==> src/rtl/instr_fetch_queue.sv <==
// -----------------------------------------------------------------------------
// instr_fetch_queue
//   Instruction fetch front end. It issues sequential reads to a fixed-latency
//   instruction memory, tracks the reads that are in flight, and buffers the
//   returned words in a small FIFO that the processor drains. A redirect
//   (branch or jump) flushes the FIFO, changes the fetch PC and invalidates
//   every read that is still in flight.
//
// Parameters
//   QUEUE_DEPTH  FIFO entries. Must be a power of two and >= MEM_LATENCY+2.
//   MEM_LATENCY  Cycles from a read request to its data on imem_data.
//   RESET_PC     Address of the first fetch after reset.
//
// Ports
//   clk_in          clock; all state changes on its rising edge
//   rst_in          asynchronous reset, active low
//   imem_rd         read request to instruction memory (combinational)
//   imem_addr       byte address of the read; always the fetch PC
//   imem_data       read data, valid MEM_LATENCY cycles after the request
//   redirect_valid  processor requests a PC change
//   redirect_pc     redirect target (low two bits ignored)
//   inst_valid      FIFO head is valid
//   inst_ready      processor accepts the FIFO head
//   instruction     instruction word at the FIFO head
//   pc_out          byte address of the FIFO head
// -----------------------------------------------------------------------------
module instr_fetch_queue #(
    parameter int          QUEUE_DEPTH = 4,
    parameter int          MEM_LATENCY = 2,
    parameter logic [31:0] RESET_PC    = 32'h0000_0000
) (
    input  logic        clk_in,
    input  logic        rst_in,
    output logic        imem_rd,
    output logic [31:0] imem_addr,
    input  logic [31:0] imem_data,
    input  logic        redirect_valid,
    input  logic [31:0] redirect_pc,
    output logic        inst_valid,
    input  logic        inst_ready,
    output logic [31:0] instruction,
    output logic [31:0] pc_out
);

    localparam int AW = (QUEUE_DEPTH > 1) ? $clog2(QUEUE_DEPTH) : 1;

    typedef struct packed {
        logic        vld;
        logic [31:0] pc;
        logic        ep;
    } pipe_t;

    logic [31:0]   fpc_q, fpc_d;
    logic          epoch_q, epoch_d;
    logic [AW-1:0] head_q, head_d;
    logic [AW-1:0] tail_q, tail_d;
    logic [AW:0]   cnt_q, cnt_d;
    pipe_t         pipe_q [MEM_LATENCY];
    pipe_t         pipe_d [MEM_LATENCY];

    // FIFO storage (data only, no reset needed: cnt_q qualifies it)
    logic [31:0]   q_pc_q  [QUEUE_DEPTH];
    logic [31:0]   q_ins_q [QUEUE_DEPTH];

    int            outst;
    logic          enq;
    logic          deq;

    // Reads in flight. Redirect clears the pipeline, so every valid entry
    // here will land in the FIFO and must hold a credit.
    always_comb begin
        outst = 0;
        for (int i = 0; i < MEM_LATENCY; i++) begin
            if (pipe_q[i].vld) outst = outst + 1;
        end
    end

    // Credit rule: only issue when a slot is guaranteed for the response.
    assign imem_rd   = rst_in && !redirect_valid &&
                       ((int'(cnt_q) + outst) < QUEUE_DEPTH);
    assign imem_addr = fpc_q;

    // Redirect wins over a same-cycle enqueue and dequeue.
    assign enq = !redirect_valid && pipe_q[MEM_LATENCY-1].vld &&
                 (pipe_q[MEM_LATENCY-1].ep == epoch_q);
    assign inst_valid  = (cnt_q != '0);
    assign deq         = inst_valid && inst_ready && !redirect_valid;
    assign instruction = inst_valid ? q_ins_q[head_q] : '0;
    assign pc_out      = inst_valid ? q_pc_q[head_q]  : '0;

    always_comb begin
        fpc_d   = fpc_q;
        epoch_d = epoch_q;
        head_d  = head_q;
        tail_d  = tail_q;
        cnt_d   = cnt_q;

        pipe_d[0].vld = imem_rd;
        pipe_d[0].pc  = fpc_q;
        pipe_d[0].ep  = epoch_q;
        for (int i = 1; i < MEM_LATENCY; i++) begin
            pipe_d[i] = pipe_q[i-1];
        end

        if (redirect_valid) begin
            fpc_d   = redirect_pc & 32'hFFFF_FFFC;
            epoch_d = ~epoch_q;
            head_d  = '0;
            tail_d  = '0;
            cnt_d   = '0;
            // Dropping in-flight valids as well as toggling the epoch keeps
            // back-to-back redirects from aliasing the 1-bit epoch.
            for (int i = 0; i < MEM_LATENCY; i++) begin
                pipe_d[i].vld = 1'b0;
            end
        end else begin
            if (imem_rd) fpc_d  = fpc_q + 32'd4;   // wraps mod 2^32
            if (enq)     tail_d = tail_q + 1'b1;
            if (deq)     head_d = head_q + 1'b1;
            case ({enq, deq})
                2'b10:   cnt_d = cnt_q + 1'b1;
                2'b01:   cnt_d = cnt_q - 1'b1;
                default: cnt_d = cnt_q;
            endcase
        end
    end

    always_ff @(posedge clk_in or negedge rst_in) begin
        if (!rst_in) begin
            fpc_q   <= RESET_PC;
            epoch_q <= 1'b0;
            head_q  <= '0;
            tail_q  <= '0;
            cnt_q   <= '0;
            for (int i = 0; i < MEM_LATENCY; i++) begin
                pipe_q[i] <= '0;
            end
        end else begin
            fpc_q   <= fpc_d;
            epoch_q <= epoch_d;
            head_q  <= head_d;
            tail_q  <= tail_d;
            cnt_q   <= cnt_d;
            for (int i = 0; i < MEM_LATENCY; i++) begin
                pipe_q[i] <= pipe_d[i];
            end
        end
    end

    always_ff @(posedge clk_in) begin
        if (enq) begin
            q_pc_q[tail_q]  <= pipe_q[MEM_LATENCY-1].pc;
            q_ins_q[tail_q] <= imem_data;
        end
    end

endmodule
==> config.mk <==
export PLATFORM = sky130hd
export DESIGN_NAME = instr_fetch_queue
export DESIGN_NICKNAME = d
export VERILOG_FILES = /design/src/rtl/instr_fetch_queue.sv
export SDC_FILE = /design/constraint.sdc
export NUM_CORES = 1
export LEC_CHECK = 0
export CAP_MARGIN = 10
export CELL_PAD_IN_SITES_DETAIL_PLACEMENT = 1
export CELL_PAD_IN_SITES_GLOBAL_PLACEMENT = 1
export CORE_MARGIN = 4
export CORE_UTILIZATION = 45
export DETAILED_ROUTE_END_ITERATION = 7
export MAX_ROUTING_LAYER = met4
export PLACE_DENSITY = 0.77
export SYNTH_ARGS = -nofsm -noshare
export SYNTH_HDL_FRONTEND = slang
export SYNTH_SLANG_ARGS = --single-unit
export TNS_END_PERCENT = 30
==> constraint.sdc <==
create_clock -name clk_in -period 4.8 [get_ports clk_in]
set_clock_uncertainty 0.1 [all_clocks]
set_input_delay 1.44 -clock clk_in [delete_from_list [all_inputs] [get_ports clk_in]]
set_output_delay 1.44 -clock clk_in [all_outputs]
set_load 0.01 [all_outputs]
==> results of run 1 <==
==> power by group through the flow <==
stage	Combinational [W]	Clock [W]	Sequential, W
finish	0.00210	0.00283	0.00369
detailed placement	0.00214	0	0.00376
global route	0.00229	0.00303	0.00373
floorplan	0.00123	0	0.00361
CTS	0.00215	0.00290	0.00370
global placement	0.00210	0	0.00374
==> final timing paths <==
path | from | to | slack (ns) | depth (start not counted)
hold / removal | pipe_d[31] | pipe_q[31] | 0.24 | 0
setup reg to reg | pipe_q[33] | imem_addr[5] | 2.37 | 6
max in group asynchronous | rst_in | pipe_q[4] | 2.44 | 3
min in group asynchronous | rst_in | pipe_q[31] | 0.87 | 2
hold reg to reg | pipe_d[31] | pipe_q[31] | 0.24 | 0
setup / recovery | cnt_q[2] | pc_out[17] | 0.36 | 3
==> routing by layer <==
metal | GRT usage | vias up | share of wire
li1 | - | 3338 | -
met1 | 0.259 | 3880 | 0.44
met2 | 0.307 | 217 | 0.50
met3 | 0.0284 | 31 | 0.051
met4 | 0.0390 | 0 | 0.013
met5 | - | - | 0
==> worst max-delay path: cells and delay by family, from the launching register on <==
family                 cells  cell delay [ns]
AND/OR/NAND/NOR            2             1.30
buffers and inverters      1             0.54
flip-flops                 1             0.49
==> cell type report <==
class	count	area, um2
fillers	2726	13100
flip-flops and latches	350	10000
multi-input cells	359	3370
repair buffers	173	1760
clock buffers	53	1070
well taps	390	488
clock inverters	15	160
inverters	12	45.0
==> registers in the layout, indices dropped and copies added, names as in the netlist <==
name and count:
cnt_q 3, epoch_q 1, imem_addr 30, pipe_d 31, q_ins_q 128, tail_q 2
q_pc_q 120, head_q 2, pipe_q 33
==> synth_stat cells, drive strengths merged, types with 6 or more instances <==
| library cell | count |
|---|---|
| o21ai | 17 |
| dfrtp | 102 |
| and3 | 8 |
| nor3 | 18 |
| nor2 | 12 |
| nand2 | 33 |
| nand4 | 15 |
| clkbuf | 21 |
| inv | 12 |
| a221o | 10 |
| ha | 7 |
| edfxtp | 248 |
| o311ai | 9 |
| nor4 | 10 |
| mux2i | 6 |
| mux4 | 62 |
| and2 | 64 |
| buf | 49 |
| nand3 | 22 |
==> cells by family (layout without fill, tap and decap cells) <==
logic type      count (synthesis)  after routing  share of synthesized area
xor+xnor                        5              5                    0.00318
compound gates                 67             67                     0.0376
other cells                     1              4                   0.000272
simple gates                  203            203                     0.0844
fa+ha+maj                       8              8                    0.00780
buf+inv                        82            253                     0.0331
mux                            72             72                      0.109
flops                         350            350                      0.725
==> through the flow <==
step           instance area, um2  total power [W]
3_3_place_gp                15700          0.00584
4_1_cts                     16900          0.00875
5_1_grt                     16900          0.00905
2_1_floorplan               13800          0.00484
3_5_place_dp                15700          0.00590
6_report                    16900          0.00862
==> results by stage, run 1 <==
Power and ir drop:
- Of the total power, the clock network draws 0.328.
- Of the total power, the share spent switching nets is 0.266.
- For this design the ratio of total power to cell area is 510 nW/um2.
- The share of total power dissipated in sequential elements is 0.428.
- Cell internal power was estimated by the tool at about 0.0063 W.
- The maximum vdd ir drop is 0.000302 V.
- The combinational power share is 0.244.
- The leakage dissipation is 5.81 nW.
- The analysis attributes to net switching a power of between 0.002 and 0.0025 W.

GRT:
- The via count of the first global-routing pass was roughly 8.2k.
- The number of antenna violations at the first check in global routing is 0.
- The total routing resource utilization after global routing is 0.189.
- The wire length of the first global-routing pass is approximately 48000 um.
- Entering global routing, the biggest net connects 73 pins.
- The remaining global-route overflow is 0.

Logic synthesis:
- During synthesis, Yosys emitted a total of 0 warnings.
- Of all cell types, the one taking the most synthesized area is sky130_fd_sc_hd__edfxtp_1.
- The share of the yosys chip area belonging to registers is 0.725.
- Ranked by total cell area, the synthesized netlist is headed by sky130_fd_sc_hd__edfxtp_1 (54%), sky130_fd_sc_hd__dfrtp_1 (19%), sky130_fd_sc_hd__mux4_2 (10%), sky130_fd_sc_hd__and2_1 (2.9%), sky130_fd_sc_hd__buf_4 (1.9%).
- The async set or reset register ratio after synthesis is 0.291.
- The area of the mapped netlist is roughly 14000 um2.
- Synthesis handed over a netlist of roughly 800 instances.
- The top cell type's share of synthesized area is 0.540.
- The mean instance size in the synthesized netlist is 17.5 um2.
- The number of flops mapped to enable cells by yosys is roughly 250.
- The primary flip-flop cell chosen by synthesis mapping is sky130_fd_sc_hd__edfxtp_1.
- Counting flops and latches in the post-synthesis netlist gives 350.
- Synthesis instantiated 62 different standard cells from the library.

Clock network:
- The TritonCTS clock tree is done.
- The hold-fix buffer count after cts is 0.
- In this run, post-CTS repair resized a total of 0 instances.
- The number of buffers created by CTS is 37.
- CTS saw 350 sinks.
- Clock tree synthesis selected as its root buffer the cell sky130_fd_sc_hd__clkbuf_16.
- The clock tree synthesis step divided the H-tree into 2 levels.
- No sink is reached through more buffers than the 3 on the longest clock path.
- The number of setup buffers added after CTS is 0.
- The worst-skew pair later-pin latency is between 0.5 and 0.6 ns.
- The clock slew at the register clock pins of the worst setup and hold paths is roughly 0.060 ns.

Placed design:
- The final weighted congestion of routability-driven global placement is 0.915.
- The HPWL after detailed placement is between 15000 and 20000 um.
- The number of I/O port buffers is approximately 160.
- Prior to clock tree synthesis, the placed netlist has a worst setup slack of 0.646 ns.
- The number of placed instances, taps included, is between 1k and 1.5k.

Die:
- The core outline area is ~30000 um2.
- The top-level port count is 166.
- The die is ~180 um wide.
- Row generation in the floorplan step produced 63 rows.
- The die height is approximately 180 um.
- The floorplan step defined a die boundary enclosing 33500 um2.
- For this configuration, the core starts out at a cell density of 0.461.

Timing:
- For this run, the top clock speed supported by timing is 225 MHz.
- Across all hold checks on the routed design, the worst slack comes to between 0.2 and 0.25 ns.
- Dividing the final minimum period by the clock period gives 0.924.
- The smallest clock period supported by the final layout is computed as between 4 and 5 ns.
- Setup repair after global routing left no endpoint under its margin.
- At the pin with the least slew margin, the transition time is roughly 1.1 ns.
- The final count of hold timing violations came to 0.
- In this run the tightest slew margin relative to its limit is 0.281.
- The summed negative setup slack over all endpoints is 0 ns.
- Setup slack closes at 0.363 ns.
- The final count of pins violating max slew came to 0.
- The final setup violation count is 0.

Critical path:
- For this run, the slowest stage of the critical path takes ~0.95 ns.
- The data required time at the worst endpoint is 3.26 ns.
- STA classifies the critical path endpoint as an output pin.
- The endpoint arrival time on the critical path is ~2.9 ns.
- Along the worst path, the maximum fanout reaches 63.
- The highest-delay cell along the critical path is sky130_fd_sc_hd__or3_2.
- The kind of launch point of the worst setup path is a register.
- The signal on the critical path passes through or3_2 -> and2_1 -> clkdlybuf4s50_1.
- The startpoint-to-endpoint class of the critical path is register to output pin.

Route:
- The starting DRC count in detailed routing is about 410.
- The post-detailed-routing wire length is just over 30000 um.
- Using the TritonRoute via totals, the vias-per-cell ratio works out to around 5.5.
- The pre-antenna-repair detailed-routing pass consisted of 7 iterations.
- After detailed routing, the average wire length per cell comes to approximately 22 um.
- For this run, design rule violations remaining after detail routing come to 0.
- The remaining number of nets flagged by the antenna check after routing is 0.
- The number of vias in the routed layout is 7466.

Final layout:
- Leaving out fill and tap cells, the most frequent cells in the layout are sky130_fd_sc_hd__edfxtp_1 (248), sky130_fd_sc_hd__clkdlybuf4s50_1 (157), sky130_fd_sc_hd__dfrtp_1 (100).
- The area growth from synthesis to layout is 22.5%.
- The finished layout holds roughly 1.4k standard cells, fillers aside.
- For this run, the share of the core covered by cells in the final layout is 0.564.
- The repair_antennas step left the layout with diodes totalling 0.
- The most common cell after layout, fill and taps aside is sky130_fd_sc_hd__edfxtp_1.
- Of the cells placed in the final design, the portion with a size suffix greater than 1 is 0.157.
- At the end of the flow, the number of nets in the layout was just over 1k.

Run:
- Across the run, the number of max-cap violations was 0.

Min path:
- The classification of the worst-slack hold path is register to register.

Status:
- The flow ran to the end, and the final reports show no timing, DRC or antenna violations.
No activity file was read; power rests on OpenSTA's default activity.
==> run 2: changes to the inputs <==
- GPL_ROUTABILITY_DRIVEN: unset -> 1
==> results of run 2 <==
Same layout as run 1: the final DEF is identical, and so are final timing and power.
==> run 3: changes to the inputs <==
- CORE_UTILIZATION: 45 -> 43
- clock period: 4.8 -> 3.68 ns (I/O delays scaled with it)
==> results by stage, run 3 (synthesis gave the netlist of run 1 again) <==
Power and ir drop:
- The total net switching power is 0.00311 W (was 0.00229 W).
- The maximum vdd ir drop is 0.000322 V (was 0.000302 V).
- The part of the total power dissipated in the clock network is 0.341 (was 0.328).
- The leakage dissipation came to 6.30 nW (was 5.81 nW).
- The internal power came to 0.00834 W (was 0.00633 W).
- The combinational power share is 0.244 (about the same).
- The share of power burned in registers is 0.415 (was 0.428).
- The total power draw is 0.0115 W (was 0.00862 W).
- The power per cell area is 665 nW/um2 (was 510 nW/um2).
- The switching portion of total power is 0.272 (was 0.266).

Final layout:
- Most used cells in the layout excluding fill and tap cells: sky130_fd_sc_hd__edfxtp_1 (248), sky130_fd_sc_hd__clkdlybuf4s50_1 (103), sky130_fd_sc_hd__dfrtp_1 (99) (was sky130_fd_sc_hd__edfxtp_1 (248), sky130_fd_sc_hd__clkdlybuf4s50_1 (157), sky130_fd_sc_hd__dfrtp_1 (100)).
- The register bank with the most flops is q_ins_q (unchanged).
- The net total in the final layout is 1035 (was 1009).
- The area added between synthesis and finish is 24.8% (was 22.5%).
- The number of standard cells in the final layout excluding fillers is 1392 (was 1352).
- The most common cell after layout, fill and taps aside is sky130_fd_sc_hd__edfxtp_1 (unchanged).
- The area taken by flip-flops and latches is 10000 um2 (about the same).
- The antenna cell count is 0 (unchanged).
- Largest registers: q_ins_q x128, q_pc_q x120, pipe_q x33 (unchanged).
- The share of cells above drive strength 1 was 0.183 (was 0.157).
- The count of fill cells added during filler insertion is 2906 (was 2726).
- The combined area of the multi-input logic cells was 3370 um2 (unchanged).
- The number of flip-flops in the largest register came to 128 (unchanged).
- The cell area after layout was 17200 um2 (was 16900 um2).

Min path:
- The classification of the worst-slack hold path is register to register (unchanged).
- The worst min-delay path startpoint was pipe_d[30] (was pipe_d[31]).
- The count of cells along the worst hold path is 0 (unchanged).
- The terminating pin of the worst hold path is pipe_q[30] (was pipe_q[31]).

Placed design:
- The HPWL after detailed placement was 19400 um (was 19300 um).
- The number of I/O port buffers came to 159 (unchanged).
- The final weighted congestion of routability-driven global placement is 0.872 (was 0.915).
- The post-detailed-placement cell area is 15800 um2 (was 15700 um2).
- The number of placed instances, taps included came to 1305 (was 1284).

Timing:
- The actual slew at the worst max-slew pin is 0.959 ns (was 1.08 ns).
- The final count of pins violating max slew was 0 (unchanged).
- The final count of hold timing violations was 0 (unchanged).
- The highest attainable clock frequency is about 280 MHz.
- Unrepaired setup endpoints after global routing: true (was false).
- The tightest slew margin relative to the limit is 0.355 (was 0.281).
- In the finished design, the share of the clock period the worst path needs comes to 0.986.
- The final setup violation count is 0 (unchanged).
- The worst path needs 3.63 ns of the cycle, external delays included.
- The final hold slack is 0.246 ns (was 0.244 ns).
- The summed negative setup slack over all endpoints is 0 ns (unchanged).

GRT:
- The remaining global-route overflow was 0 (unchanged).
- The maximum number of pins on one net before global-route repair is 64 (was 73).
- The global routing usage on met1 was 0.251 (was 0.259).
- The most congested layer reported by global routing is met2 (unchanged).
- The via count of the first global-routing pass is 8352 (was 8151).
- The global-route met2 utilization came to 0.302 (was 0.307).
- The total routing resource utilization after global routing was 0.186 (was 0.189).
- The number of antenna violations at the first check in global routing is 0 (unchanged).
- The global routing met3 resource utilization came to 0.0300 (was 0.0284).
- The wire length of the first global-routing pass is 49600 um (was 47800 um).

Critical path:
- The nature of the critical path endpoint is an output pin (unchanged).
- The count of cells along the worst register-to-register path was 4 (was 6).
- The stage delay of the slowest cell on the critical path was 0.52 ns (was 0.95 ns).
- The count of buffering cells on the critical path with inverters included is 2 (was 1).
- The flop-to-flop setup slack was 1.03 ns (was 2.37 ns).
- The endpoint arrival time on the critical path is 2.43 ns (was 2.90 ns).
- The data required time at the worst endpoint is 2.48 ns (was 3.26 ns).
- The end of the worst register-to-register path is imem_addr[24] (was imem_addr[5]).
- The startpoint-to-endpoint class of the critical path was register to output pin (unchanged).
- The startpoint of the lowest-slack register-to-register path is imem_addr[11] (was pipe_q[33]).
- The highest-delay cell along the critical path was sky130_fd_sc_hd__dfrtp_4 (was sky130_fd_sc_hd__or3_2).
- Cells traversed along the worst timing path: buf_4 -> mux4_2 -> and2_1 -> clkdlybuf4s50_1 (was or3_2 -> and2_1 -> clkdlybuf4s50_1).
- The kind of launch point of the worst setup path is a register (unchanged).
- The maximum fanout count along the critical path is 7 (was 63).
- The category of cells accounting for the largest share of critical-path delay is buffers and inverters (was simple AND/OR/NAND/NOR gates).

Route:
- The vias per cell is 5.49 (was 5.52).
- The count of unresolved DRC violations after routing is 0 (unchanged).
- The routed wire length per instance is 22.3 um (was 22.4 um).
- The number of vias in the routed layout came to 7641 (was 7466).
- The post-detailed-routing wire length came to 31000 um (was 30300 um).
- The number of detailed-routing iterations run before antenna repair came to 4 (was 7).
- The starting DRC count in detailed routing is 482 (was 412).
- The remaining number of nets flagged by the antenna check after routing is 0 (unchanged).

Die:
- The overall die width was 187 um (was 183 um).
- The number of rows created at floorplan is 65 (was 63).
- The initial core utilization is 0.436 (was 0.461).
- The core outline area is 31600 um2 (was 30000 um2).
- The overall die area was 35000 um2 (was 33500 um2).
- The die height is 187 um (was 183 um).
- The top-level port count came to 166 (unchanged).

Run:
- The max-cap check violation count is 0 (unchanged).

Clock network:
- The TritonCTS clock tree is done (unchanged).
- The root buffer selected by CTS is sky130_fd_sc_hd__clkbuf_16 (unchanged).
- The clock slew at the register clock pins of the worst setup and hold paths is 0.06 ns (about the same).
- The maximum count of clock buffers along a single path is 3 (unchanged).
- The worst-skew pair later-pin latency came to 0.52 ns (was 0.51 ns).
- The number of buffers created by CTS is 39 (was 37).
- The total clock sinks came to 350 (unchanged).
- The total number of H-tree levels came to 2 (unchanged).

Status:
- Result of the run: completed (unchanged).
-- run 3: cell types whose count changed in the layout (fill, tap and decap cells not counted), sizes merged --
cell,previous run,this run
inv,13,17
dlygate4sd2,0,48
bufinv,3,4
clkinv,9,7
dlymetal6s2s,0,6
buf,16,40
clkdlybuf4s50,157,103
clkinvlp,2,3
-- run 3: final cells by class --
| type | count | share of cell area |
|---|---|---|
| repair buffers | 197 | 0.116 |
| clock buffers | 53 | 0.0627 |
| flip-flops and latches | 350 | 0.581 |
| clock inverters | 19 | 0.0130 |
| well taps | 402 | 0.0292 |
| multi-input cells | 359 | 0.196 |
| inverters | 12 | 0.00262 |
-- run 3: repair_timing --
action	4_1_cts	5_1_grt
endpoints found under the setup margin	61	13
setup buffers	4	11
hold buffers	0	0
gates resized for setup	48	7
-- run 3: layer usage --
metal	vias to the layer above	routed length [um]
li1	3392	-
met1	3976	13600
met2	231	15400
met3	42	1420
met4	0	548
met5	-	0
-- run 3: worst max path at each step --
stage	from	endpoint	slack, ns	depth (start not counted)
detailed placement	redirect_valid	imem_rd	0.22	5
floorplan	redirect_valid	q_ins_q[0][0]	0.10	3
global placement	redirect_valid	imem_rd	0.23	5
finish	head_q[0]	pc_out[12]	0.05	4
global route	head_q[0]	pc_out[12]	-0.04	4
CTS	head_q[0]	pc_out[12]	-0.02	4
-- run 3: per-stage QoR --
stage	util	worst slack, ns
floorplan	-	0.101
global placement	0.501	0.230
detailed placement	0.501	0.222
CTS	0.541	-0.0216
global route	0.544	-0.0397
finish	0.544	0.0497
-- run 3: power groups by stage --
stage / Clock, W / Combinational, W / Sequential, W
floorplan: 0 / 0.00160 / 0.00471
global placement: 0 / 0.00289 / 0.00485
detailed placement: 0 / 0.00292 / 0.00487
CTS: 0.00401 / 0.00279 / 0.00476
global route: 0.00423 / 0.00304 / 0.00479
finish: 0.00391 / 0.00279 / 0.00475
